[src/rtl/mem_rw_arbiter_if.sv]
// Bundle of requester-side (A/B) and memory-controller-side signals for mem_rw_arbiter.
// The slave modport is the arbiter's view; the master modport is the environment's view.
interface mem_rw_arbiter_if #(
  parameter int AW = 6,
  parameter int NW = 4
) ();
  logic          i_req_a,      i_req_b;
  logic          i_rw_a,       i_rw_b;
  logic [AW-1:0] i_addr_a,     i_addr_b;
  logic [NW-1:0] i_num_b_a,    i_num_b_b;
  logic          o_gnt_a,      o_gnt_b;
  logic [7:0]    i_wr_data_a,  i_wr_data_b;
  logic          i_wr_valid_a, i_wr_valid_b;
  logic          o_wr_done_a,  o_wr_done_b;
  logic [7:0]    o_rd_data_a,  o_rd_data_b;
  logic          o_rd_valid_a, o_rd_valid_b;
  logic          i_rd_done_a,  i_rd_done_b;
  logic          o_cmpl_a,     o_cmpl_b;
  logic          o_err_a,      o_err_b;
  logic [2:0]    o_err_code_a, o_err_code_b;
  logic          i_err_ack_a,  i_err_ack_b;

  logic          o_mc_wr_req, o_mc_rd_req;
  logic [AW-1:0] o_mc_addr;
  logic [NW-1:0] o_mc_num_b;
  logic          i_mc_ack;
  logic [7:0]    o_mc_wr_data;
  logic          o_mc_wr_valid;
  logic          i_mc_wr_done;
  logic [7:0]    i_mc_rd_data;
  logic          i_mc_rd_valid;
  logic          o_mc_rd_done;
  logic          i_mc_err;
  logic [2:0]    i_mc_err_code;
  logic          o_mc_err_ack;

  modport slave (
    input  i_req_a, i_req_b, i_rw_a, i_rw_b, i_addr_a, i_addr_b, i_num_b_a, i_num_b_b,
    input  i_wr_data_a, i_wr_data_b, i_wr_valid_a, i_wr_valid_b, i_rd_done_a, i_rd_done_b,
    input  i_err_ack_a, i_err_ack_b,
    output o_gnt_a, o_gnt_b, o_wr_done_a, o_wr_done_b, o_rd_data_a, o_rd_data_b,
    output o_rd_valid_a, o_rd_valid_b, o_cmpl_a, o_cmpl_b, o_err_a, o_err_b,
    output o_err_code_a, o_err_code_b,
    output o_mc_wr_req, o_mc_rd_req, o_mc_addr, o_mc_num_b, o_mc_wr_data, o_mc_wr_valid,
    output o_mc_rd_done, o_mc_err_ack,
    input  i_mc_ack, i_mc_wr_done, i_mc_rd_data, i_mc_rd_valid, i_mc_err, i_mc_err_code
  );

  modport master (
    output i_req_a, i_req_b, i_rw_a, i_rw_b, i_addr_a, i_addr_b, i_num_b_a, i_num_b_b,
    output i_wr_data_a, i_wr_data_b, i_wr_valid_a, i_wr_valid_b, i_rd_done_a, i_rd_done_b,
    output i_err_ack_a, i_err_ack_b,
    input  o_gnt_a, o_gnt_b, o_wr_done_a, o_wr_done_b, o_rd_data_a, o_rd_data_b,
    input  o_rd_valid_a, o_rd_valid_b, o_cmpl_a, o_cmpl_b, o_err_a, o_err_b,
    input  o_err_code_a, o_err_code_b,
    input  o_mc_wr_req, o_mc_rd_req, o_mc_addr, o_mc_num_b, o_mc_wr_data, o_mc_wr_valid,
    input  o_mc_rd_done, o_mc_err_ack,
    output i_mc_ack, i_mc_wr_done, i_mc_rd_data, i_mc_rd_valid, i_mc_err, i_mc_err_code
  );
endinterface

[src/rtl/mem_rw_arbiter.sv]
// Two-requester arbiter in front of a single-port memory R/W controller.
// Round-robin by default; define MEM_ARB_FIXED_PRI_EN to make requester A always win ties.
//
// state  | meaning
// IDLE   | no owner, waiting for a request
// REQ    | owner granted, controller request asserted until i_mc_ack
// XFER   | byte handshakes routed owner <-> controller, counting bytes
// ERR    | controller error reported to owner, waiting for acknowledge
module mem_rw_arbiter #(
  parameter int AW = 6,
  parameter int NW = 4
) (
  input logic i_clk,
  input logic i_reset,
  mem_rw_arbiter_if.slave bus
);

  localparam logic [1:0] S_IDLE = 2'd0;
  localparam logic [1:0] S_REQ  = 2'd1;
  localparam logic [1:0] S_XFER = 2'd2;
  localparam logic [1:0] S_ERR  = 2'd3;

  logic [1:0]    state;
  logic          owner;    // 0 = A, 1 = B
  logic          rw_q;
  logic [AW-1:0] addr_q;
  logic [NW-1:0] num_q;
  logic [NW-1:0] cnt;
  logic [2:0]    code_q;

  logic any_req, win_b, xfer, active, done, byte_ev;
  logic wr_valid_own, rd_done_own, err_ack_own;
  logic [7:0] wr_data_own;

  assign any_req = bus.i_req_a | bus.i_req_b;

`ifdef MEM_ARB_FIXED_PRI_EN
  assign win_b = ~bus.i_req_a;
`else
  logic last_b;
  assign win_b = bus.i_req_b & (~bus.i_req_a | ~last_b);
`endif

  assign xfer         = (state == S_XFER);
  assign active       = (state != S_IDLE);
  assign wr_valid_own = owner ? bus.i_wr_valid_b : bus.i_wr_valid_a;
  assign wr_data_own  = owner ? bus.i_wr_data_b  : bus.i_wr_data_a;
  assign rd_done_own  = owner ? bus.i_rd_done_b  : bus.i_rd_done_a;
  assign err_ack_own  = owner ? bus.i_err_ack_b  : bus.i_err_ack_a;
  assign done         = (cnt == num_q);
  assign byte_ev      = rw_q ? bus.i_mc_wr_done : (bus.i_mc_rd_valid & rd_done_own);

  always_ff @(posedge i_clk or posedge i_reset) begin
    if (i_reset) begin
      state  <= S_IDLE;
      owner  <= 1'b0;
      rw_q   <= 1'b0;
      addr_q <= '0;
      num_q  <= '0;
      cnt    <= '0;
      code_q <= 3'd0;
`ifndef MEM_ARB_FIXED_PRI_EN
      last_b <= 1'b1;
`endif
    end else begin
      // Error code tracks the latest non-zero value seen while the controller is engaged.
      if ((state == S_REQ || state == S_XFER) && bus.i_mc_err_code != 3'd0)
        code_q <= bus.i_mc_err_code;
      case (state)
        S_IDLE: begin
          if (any_req) begin
            owner  <= win_b;
            rw_q   <= win_b ? bus.i_rw_b      : bus.i_rw_a;
            addr_q <= win_b ? bus.i_addr_b    : bus.i_addr_a;
            num_q  <= win_b ? bus.i_num_b_b   : bus.i_num_b_a;
            code_q <= 3'd0;
            state  <= S_REQ;
`ifndef MEM_ARB_FIXED_PRI_EN
            last_b <= win_b;
`endif
          end
        end
        S_REQ: begin
          if (bus.i_mc_err) begin
            state <= S_ERR;
          end else if (bus.i_mc_ack) begin
            state <= S_XFER;
            cnt   <= '0;
          end
        end
        S_XFER: begin
          if (bus.i_mc_err)   state <= S_ERR;
          else if (done)      state <= S_IDLE;
          else if (byte_ev)   cnt   <= cnt + 1'b1;
        end
        S_ERR: begin
          if (err_ack_own) begin
            state  <= S_IDLE;
            code_q <= 3'd0;
          end
        end
        default: state <= S_IDLE;
      endcase
    end
  end

  assign bus.o_gnt_a       = active & ~owner;
  assign bus.o_gnt_b       = active &  owner;
  assign bus.o_mc_wr_req   = (state == S_REQ) &  rw_q;
  assign bus.o_mc_rd_req   = (state == S_REQ) & ~rw_q;
  assign bus.o_mc_addr     = addr_q;
  assign bus.o_mc_num_b    = num_q;

  assign bus.o_mc_wr_data  = xfer ? wr_data_own : 8'd0;
  assign bus.o_mc_wr_valid = xfer & wr_valid_own;
  assign bus.o_mc_rd_done  = xfer & rd_done_own;
  assign bus.o_wr_done_a   = xfer & ~owner & bus.i_mc_wr_done;
  assign bus.o_wr_done_b   = xfer &  owner & bus.i_mc_wr_done;
  assign bus.o_rd_valid_a  = xfer & ~owner & bus.i_mc_rd_valid;
  assign bus.o_rd_valid_b  = xfer &  owner & bus.i_mc_rd_valid;
  assign bus.o_rd_data_a   = (xfer & ~owner) ? bus.i_mc_rd_data : 8'd0;
  assign bus.o_rd_data_b   = (xfer &  owner) ? bus.i_mc_rd_data : 8'd0;

  assign bus.o_cmpl_a      = xfer & done & ~bus.i_mc_err & ~owner;
  assign bus.o_cmpl_b      = xfer & done & ~bus.i_mc_err &  owner;
  assign bus.o_err_a       = (state == S_ERR) & ~owner;
  assign bus.o_err_b       = (state == S_ERR) &  owner;
  assign bus.o_err_code_a  = bus.o_gnt_a ? code_q : 3'd0;
  assign bus.o_err_code_b  = bus.o_gnt_b ? code_q : 3'd0;
  assign bus.o_mc_err_ack  = (state == S_ERR) & err_ack_own;

endmodule

[src/flat_wrapper.sv]
// flat-port wrapper written by rule: the top's interface ports become plain ports
module mem_rw_arbiter_flat 
#(
  parameter int AW = 6,
  parameter int NW = 4
)
  (i_clk, i_reset, bus_i_req_a, bus_i_req_b, bus_i_rw_a, bus_i_rw_b, bus_i_addr_a, bus_i_addr_b, bus_i_num_b_a, bus_i_num_b_b, bus_i_wr_data_a, bus_i_wr_data_b, bus_i_wr_valid_a, bus_i_wr_valid_b, bus_i_rd_done_a, bus_i_rd_done_b, bus_i_err_ack_a, bus_i_err_ack_b, bus_o_gnt_a, bus_o_gnt_b, bus_o_wr_done_a, bus_o_wr_done_b, bus_o_rd_data_a, bus_o_rd_data_b, bus_o_rd_valid_a, bus_o_rd_valid_b, bus_o_cmpl_a, bus_o_cmpl_b, bus_o_err_a, bus_o_err_b, bus_o_err_code_a, bus_o_err_code_b, bus_o_mc_wr_req, bus_o_mc_rd_req, bus_o_mc_addr, bus_o_mc_num_b, bus_o_mc_wr_data, bus_o_mc_wr_valid, bus_o_mc_rd_done, bus_o_mc_err_ack, bus_i_mc_ack, bus_i_mc_wr_done, bus_i_mc_rd_data, bus_i_mc_rd_valid, bus_i_mc_err, bus_i_mc_err_code);
  mem_rw_arbiter_if #(.AW(AW), .NW(NW)) bus_i ();
  input logic i_clk;
  input logic i_reset;
  input wire logic [$bits(bus_i.i_req_a)-1:0] bus_i_req_a;
  input wire logic [$bits(bus_i.i_req_b)-1:0] bus_i_req_b;
  input wire logic [$bits(bus_i.i_rw_a)-1:0] bus_i_rw_a;
  input wire logic [$bits(bus_i.i_rw_b)-1:0] bus_i_rw_b;
  input wire logic [$bits(bus_i.i_addr_a)-1:0] bus_i_addr_a;
  input wire logic [$bits(bus_i.i_addr_b)-1:0] bus_i_addr_b;
  input wire logic [$bits(bus_i.i_num_b_a)-1:0] bus_i_num_b_a;
  input wire logic [$bits(bus_i.i_num_b_b)-1:0] bus_i_num_b_b;
  input wire logic [$bits(bus_i.i_wr_data_a)-1:0] bus_i_wr_data_a;
  input wire logic [$bits(bus_i.i_wr_data_b)-1:0] bus_i_wr_data_b;
  input wire logic [$bits(bus_i.i_wr_valid_a)-1:0] bus_i_wr_valid_a;
  input wire logic [$bits(bus_i.i_wr_valid_b)-1:0] bus_i_wr_valid_b;
  input wire logic [$bits(bus_i.i_rd_done_a)-1:0] bus_i_rd_done_a;
  input wire logic [$bits(bus_i.i_rd_done_b)-1:0] bus_i_rd_done_b;
  input wire logic [$bits(bus_i.i_err_ack_a)-1:0] bus_i_err_ack_a;
  input wire logic [$bits(bus_i.i_err_ack_b)-1:0] bus_i_err_ack_b;
  output wire logic [$bits(bus_i.o_gnt_a)-1:0] bus_o_gnt_a;
  output wire logic [$bits(bus_i.o_gnt_b)-1:0] bus_o_gnt_b;
  output wire logic [$bits(bus_i.o_wr_done_a)-1:0] bus_o_wr_done_a;
  output wire logic [$bits(bus_i.o_wr_done_b)-1:0] bus_o_wr_done_b;
  output wire logic [$bits(bus_i.o_rd_data_a)-1:0] bus_o_rd_data_a;
  output wire logic [$bits(bus_i.o_rd_data_b)-1:0] bus_o_rd_data_b;
  output wire logic [$bits(bus_i.o_rd_valid_a)-1:0] bus_o_rd_valid_a;
  output wire logic [$bits(bus_i.o_rd_valid_b)-1:0] bus_o_rd_valid_b;
  output wire logic [$bits(bus_i.o_cmpl_a)-1:0] bus_o_cmpl_a;
  output wire logic [$bits(bus_i.o_cmpl_b)-1:0] bus_o_cmpl_b;
  output wire logic [$bits(bus_i.o_err_a)-1:0] bus_o_err_a;
  output wire logic [$bits(bus_i.o_err_b)-1:0] bus_o_err_b;
  output wire logic [$bits(bus_i.o_err_code_a)-1:0] bus_o_err_code_a;
  output wire logic [$bits(bus_i.o_err_code_b)-1:0] bus_o_err_code_b;
  output wire logic [$bits(bus_i.o_mc_wr_req)-1:0] bus_o_mc_wr_req;
  output wire logic [$bits(bus_i.o_mc_rd_req)-1:0] bus_o_mc_rd_req;
  output wire logic [$bits(bus_i.o_mc_addr)-1:0] bus_o_mc_addr;
  output wire logic [$bits(bus_i.o_mc_num_b)-1:0] bus_o_mc_num_b;
  output wire logic [$bits(bus_i.o_mc_wr_data)-1:0] bus_o_mc_wr_data;
  output wire logic [$bits(bus_i.o_mc_wr_valid)-1:0] bus_o_mc_wr_valid;
  output wire logic [$bits(bus_i.o_mc_rd_done)-1:0] bus_o_mc_rd_done;
  output wire logic [$bits(bus_i.o_mc_err_ack)-1:0] bus_o_mc_err_ack;
  input wire logic [$bits(bus_i.i_mc_ack)-1:0] bus_i_mc_ack;
  input wire logic [$bits(bus_i.i_mc_wr_done)-1:0] bus_i_mc_wr_done;
  input wire logic [$bits(bus_i.i_mc_rd_data)-1:0] bus_i_mc_rd_data;
  input wire logic [$bits(bus_i.i_mc_rd_valid)-1:0] bus_i_mc_rd_valid;
  input wire logic [$bits(bus_i.i_mc_err)-1:0] bus_i_mc_err;
  input wire logic [$bits(bus_i.i_mc_err_code)-1:0] bus_i_mc_err_code;
  assign bus_i.i_req_a = bus_i_req_a;
  assign bus_i.i_req_b = bus_i_req_b;
  assign bus_i.i_rw_a = bus_i_rw_a;
  assign bus_i.i_rw_b = bus_i_rw_b;
  assign bus_i.i_addr_a = bus_i_addr_a;
  assign bus_i.i_addr_b = bus_i_addr_b;
  assign bus_i.i_num_b_a = bus_i_num_b_a;
  assign bus_i.i_num_b_b = bus_i_num_b_b;
  assign bus_i.i_wr_data_a = bus_i_wr_data_a;
  assign bus_i.i_wr_data_b = bus_i_wr_data_b;
  assign bus_i.i_wr_valid_a = bus_i_wr_valid_a;
  assign bus_i.i_wr_valid_b = bus_i_wr_valid_b;
  assign bus_i.i_rd_done_a = bus_i_rd_done_a;
  assign bus_i.i_rd_done_b = bus_i_rd_done_b;
  assign bus_i.i_err_ack_a = bus_i_err_ack_a;
  assign bus_i.i_err_ack_b = bus_i_err_ack_b;
  assign bus_o_gnt_a = bus_i.o_gnt_a;
  assign bus_o_gnt_b = bus_i.o_gnt_b;
  assign bus_o_wr_done_a = bus_i.o_wr_done_a;
  assign bus_o_wr_done_b = bus_i.o_wr_done_b;
  assign bus_o_rd_data_a = bus_i.o_rd_data_a;
  assign bus_o_rd_data_b = bus_i.o_rd_data_b;
  assign bus_o_rd_valid_a = bus_i.o_rd_valid_a;
  assign bus_o_rd_valid_b = bus_i.o_rd_valid_b;
  assign bus_o_cmpl_a = bus_i.o_cmpl_a;
  assign bus_o_cmpl_b = bus_i.o_cmpl_b;
  assign bus_o_err_a = bus_i.o_err_a;
  assign bus_o_err_b = bus_i.o_err_b;
  assign bus_o_err_code_a = bus_i.o_err_code_a;
  assign bus_o_err_code_b = bus_i.o_err_code_b;
  assign bus_o_mc_wr_req = bus_i.o_mc_wr_req;
  assign bus_o_mc_rd_req = bus_i.o_mc_rd_req;
  assign bus_o_mc_addr = bus_i.o_mc_addr;
  assign bus_o_mc_num_b = bus_i.o_mc_num_b;
  assign bus_o_mc_wr_data = bus_i.o_mc_wr_data;
  assign bus_o_mc_wr_valid = bus_i.o_mc_wr_valid;
  assign bus_o_mc_rd_done = bus_i.o_mc_rd_done;
  assign bus_o_mc_err_ack = bus_i.o_mc_err_ack;
  assign bus_i.i_mc_ack = bus_i_mc_ack;
  assign bus_i.i_mc_wr_done = bus_i_mc_wr_done;
  assign bus_i.i_mc_rd_data = bus_i_mc_rd_data;
  assign bus_i.i_mc_rd_valid = bus_i_mc_rd_valid;
  assign bus_i.i_mc_err = bus_i_mc_err;
  assign bus_i.i_mc_err_code = bus_i_mc_err_code;
  mem_rw_arbiter #(.AW(AW), .NW(NW)) u_core (.i_clk(i_clk), .i_reset(i_reset), .bus(bus_i));
endmodule
[config.mk]
export PLATFORM = sky130hd
export DESIGN_NAME = mem_rw_arbiter_flat
export DESIGN_NICKNAME = d
export VERILOG_FILES = /design/src/rtl/mem_rw_arbiter_if.sv /design/src/rtl/mem_rw_arbiter.sv /design/src/flat_wrapper.sv
export SDC_FILE = /design/constraint.sdc
export NUM_CORES = 1
export LEC_CHECK = 0
export ABC_AREA = 1
export BUFFER_PORTS_ARGS = -buffer_cell sky130_fd_sc_hd__buf_2
export CAP_MARGIN = 20
export CORE_MARGIN = 10
export CORE_UTILIZATION = 42
export CTS_BUF_LIST = sky130_fd_sc_hd__clkbuf_16
export DETAILED_ROUTE_END_ITERATION = 10
export PLACE_DENSITY_LB_ADDON = 0.3
export RECOVER_POWER = 50
export SYNTH_ARGS = -nofsm -noshare
export SYNTH_HDL_FRONTEND = slang
export SYNTH_SLANG_ARGS = --single-unit
[constraint.sdc]
create_clock -name i_clk -period 2 [get_ports i_clk]
set_clock_uncertainty 0.2 [all_clocks]
set_input_delay 0.1 -clock i_clk [delete_from_list [all_inputs] [get_ports i_clk]]
set_output_delay 0.1 -clock i_clk [all_outputs]
set_load 0.03 [all_outputs]
After elaboration in Yosys (flattened, before gate mapping) --
Cells that the tools add are included.
Operators by class: bitwise gates (word level) 28, add/subtract/negate cells 1, reductions and logical operators 9, mux-type cells 30, eq/ne operators 13
Operators by type and width (count):
- 2-to-1 mux 8 bit | 4
- 2-to-1 mux 4 bit | 6
- bitwise AND 1 bit | 21
- 2-to-1 mux 3 bit | 5
- 2-to-1 mux 2 bit | 6
- inequality test 2 bit (second input constant) | 5
- one-hot mux 2 bit (4 select lines) | 1
- one-hot mux 4 bit (2 select lines) | 1
- 2-to-1 mux 6 bit | 1
- inequality test 3 bit (second input constant) | 2
- one-hot mux 3 bit (2 select lines) | 1
- AND reduction 6 bit | 1
- 2-to-1 mux 1 bit | 5
- inverter 1 bit | 5
- adder 4 x 1 -> 4 bit (second input constant) | 1
- == test 2 bit (second input constant) | 2
- == test 4 bit | 1
- inequality test 2 x 1 -> 1 bit (second input constant) | 2
- AND reduction 4 bit | 1
- nonzero test 2 bit | 2
- nonzero test 3 bit | 1
- == test 2 x 1 -> 1 bit (second input constant) | 1
- logical NOT 2 bit | 1
- OR 1 bit | 2
- 3 further kinds | 3
Word-level totals: bits of input ports 63, bits in registers 22, word-level logic and storage cells 89, output and inout port bits 55

Depth between registers and ports, before layout --
depth in word-level cells 7, depth in mapped cells 9, depth with buffers taken out 9

Worst setup path after synthesis --
OpenSTA, ideal clock, no wires.
path kind flip-flop to output port, start point reg u_core.state[1], end point out bus_o_err_code_b[0], data required time 1.700 ns, buffers on the path 0, slack -0.019 ns, stages on the path, launching flop included 6, arrival 1.719 ns, cells stage by stage dfrtp_1 inv_1 ha_1 nor2_1 inv_1 nor2_1
Between the ends: cells in the longest elaborated chain, start to end 3
Ends and longest elaborated chain:
- start, declared | line mem_rw_arbiter.sv:23 | logic [1:0] state;
- start signal, assigned | line mem_rw_arbiter.sv:55 | state <= S_IDLE;
- start signal, assigned | line mem_rw_arbiter.sv:77 | state <= S_REQ;
- start signal, assigned | line mem_rw_arbiter.sv:85 | state <= S_ERR;
- nonzero test 2 bit | line mem_rw_arbiter.sv:45 | assign active = (state != S_IDLE);
- bitwise AND 1 bit | line mem_rw_arbiter.sv:108 | assign bus.o_gnt_b = active & owner;
- named net bus_o_gnt_b | line flat_wrapper.sv:28 | output wire logic [$bits(bus_i.o_gnt_b)-1:0] bus_o_gnt_b;
- 2-to-1 mux 3 bit | line mem_rw_arbiter.sv:129 | assign bus.o_err_code_b = bus.o_gnt_b ? code_q : 3'd0;
- end, declared | line flat_wrapper.sv:40 | output wire logic [$bits(bus_i.o_err_code_b)-1:0] bus_o_err_code_b;
The timed path passes the listed nets, and every way through them passes these cells.

Worst setup path in the final report --
start point reg u_core.state[0], end point out bus_o_mc_wr_data[3]
Between the ends: cells in the longest elaborated chain, start to end 2
Ends and longest elaborated chain:
- == test 2 bit | line mem_rw_arbiter.sv:44 | assign xfer = (state == S_XFER);
- 2-to-1 mux 8 bit | line mem_rw_arbiter.sv:114 | assign bus.o_mc_wr_data = xfer ? wr_data_own : 8'd0;
- end, declared | line flat_wrapper.sv:45 | output wire logic [$bits(bus_i.o_mc_wr_data)-1:0] bus_o_mc_wr_data;
Every way passes these cells.

==> metrics <==
Design Power=3.64 mW; area leader, netlist=dfrtp_1; Seq cells post-synth=22; Area Overhead vs Synth=56.0%; Least-Margin Pin Slew=1230 ps; Worst EP arrival=1570 ps; Synth Area in Simple Gates=34.7%; Reg clk slew, reported paths=50 ps; Die Y=83.8 um; layout net count=477; Hold Path Class=input pin to flop; critical path type=flop to primary output; Leakage=1.52 nW; antenna violations before repair=0; initial core utilization=43.1%; wire per inst=13.8 um; 1st-pass router iterations=4; final period utilization=93.4%; RD Place Congestion=0.813; Worst Path Required=1700 ps; pwr/cell area=1370 nW/um2; most frequent cell after synthesis=nand2_1; Netlist cell types=25; Yosys top cell area share=30.7%; reg2reg start=u_core.state[0]; GRT Residual Overflow=0; final wirelength=6.30 mm; post-synthesis adder-cell area fraction=4.39%; fill cell count=350; core footprint=3970 um2; routed vias=2167; Compound-Gate Fraction of Synth Area=14.6%; die width=83.8 um; post-DR vias/cell=4.74; die footprint=7020 um2; clock latency at the later pin of the worst-skew pair=250 ps; fraction of layout cells with a size suffix above 1=32.4%; Min Hold Slack=20.5 ps; Post-Synth XOR/XNOR Area=0.512%; fin crit period=1870 ps; port bufs=117; Commonest cells post-synth=67 x nand2_1, 48 x nor2_1, 42 x inv_1, 21 x dfrtp_1, 13 x a21oi_1; post-route setup TNS=0 ps; CTS tree=built; relative slew slack=17.8%; gr busiest metal=met2; Worst Setup End Kind=primary output; Max Cap Viol=0; Hold Crit Start=bus_i_mc_err_code[1]; main combinational cell family by area after synthesis=simple AND/OR/NAND/NOR gates; DRC=0; # diodes=0; htree depth=1; post-route cell area=2670 um2; f_max=0.536 GHz; final setup violation count=0; Cell Area, Synth=1710 um2; CTS Buffer Depth=2; Slew Viols, Final=0; Async SR Flop Fraction=100%; CP max FO=10; Post-DP HPWL=4.57 mm; Primary FF master, synth=dfrtp_1; Mapped Avg Cell Area=6.53 um2; Mapped Cells=262; IO Count=118; largest net degree at the start of global routing=23; number of synthesized flops with an enable pin=0; Post-DP Area=2350 um2; remaining antenna violation count after routing=0; Syn Nets=331; Worst Setup SP=u_core.state[0]; met2 Use GR=32.4%; sequential share of the synthesized area=32.3%; Worst VDD drop=0.841 mV; met3 GRT Util=6.15%; RSZ-0062 raised after global routing=no; row count=23; met1 Use GR=17.3%; Final Hold Fails=0; post-synthesis mux area share=0%; number of CTS-inserted buffers=3; first-pass GRT wire length=10.5 mm; status=complete, no violations; clock tree sinks=22; Total GRT Usage=17.2%; vias in the first global route=2280; clock root buffer=clkbuf_16; initial DRC count=154; synth warn=0; top cells by area, synth=dfrtp_1 31%, nand2_1 15%, nor2_1 11%; crit path launch type=flop
repair_timing:
| action | in CTS | in global routing |
|---|---|---|
| cloned | 0 | 1 |
| pin swaps | 0 | 1 |
| endpoints found under the hold margin | 35 | 0 |
| buffers inserted | 0 | 0 |
| gates resized for setup | 2 | 4 |
| endpoints found under the setup margin | 30 | 34 |
| hold buffers | 25 | 0 |
layout make-up:
class	count	area [um2]	share of cell area (%)
Clock buffer	3	75.1	2.81
Clock inverter	1	3.75	0.141
Inverter	43	161	6.05
Multi-Input combinational cell	189	947	35.5
Sequential cell	22	552	20.7
Tap cell	50	62.6	2.34
Timing Repair Buffer	149	867	32.5
stage by stage:
stage | cells | util (%) | setup WS (ps)
detailed placement | 427 | 59.1 | 134
global route | 457 | 67.2 | 13.8
CTS | 456 | 67.5 | 14.3
global placement | 427 | 59.1 | 190
finish | 457 | 67.2 | 133
floorplan | 262 | - | 135
power breakdown:
part           internal, mW  switching (mW)
Combinational         0.722            1.69
Clock                 0.266           0.156
Sequential            0.648           0.163
worst max-delay path: stages, from the launching register on:
cell and delay (ps):
dfrtp_1 410, inv_2 120, ha_4 200, inv_1 70, buf_4 170, a21oi_1 130, buf_2 220
cell families (layout without fill, tap and decap cells):
| kind of cell | count (synthesis) | count (layout) |
|---|---|---|
| simple gates | 137 | 138 |
| buf+inv | 52 | 196 |
| compound gates | 44 | 44 |
| flops | 22 | 22 |
| fa+ha+maj | 6 | 6 |
| xor+xnor | 1 | 1 |
cell usage in the layout (no fill, tap or decap), drive strengths merged, types with 4 or more instances in the layout:
cell,Yosys,routed
o22ai,6,6
nand4,4,4
o21ai,16,16
a21oi,14,14
nand2,73,73
nand3,8,8
a31oi,7,7
inv,43,44
ha,6,6
nor2,51,52
dlygate4sd3,0,25
clkbuf,2,25
dfrtp,21,21
buf,7,102
path summary, 6_finish.rpt:
path | endpoint | slack (ps) | cells past startpoint
worst max-delay path | bus_o_mc_wr_data[3] | 130 | 6
worst min-delay path | u_core.code_q[1] | 20 | 5
worst max register to register | u_core.bus.o_mc_addr[5] | 200 | 5
worst min register to register | u_core.last_b | 320 | 2
max in group asynchronous | u_core.cnt[1] | 270 | 4
min in group asynchronous | u_core.bus.o_mc_addr[0] | 600 | 4
per-layer routing:
metal	part of all wire [%]	routed length, um
met4	1.2	73
met1	37	2320
met5	0	0
met3	9.0	566
met2	53	3340
registers in the layout, indices dropped and copies added (netlist names):
signal and count:
u_core.bus.o_mc_addr 6, u_core.bus.o_mc_num_b 4, u_core.cnt 4, u_core.code_q 3, u_core.state 2, u_core.last_b 1
u_core.owner 1, u_core.rw_q 1
No activity file was read; power rests on OpenSTA's default activity.
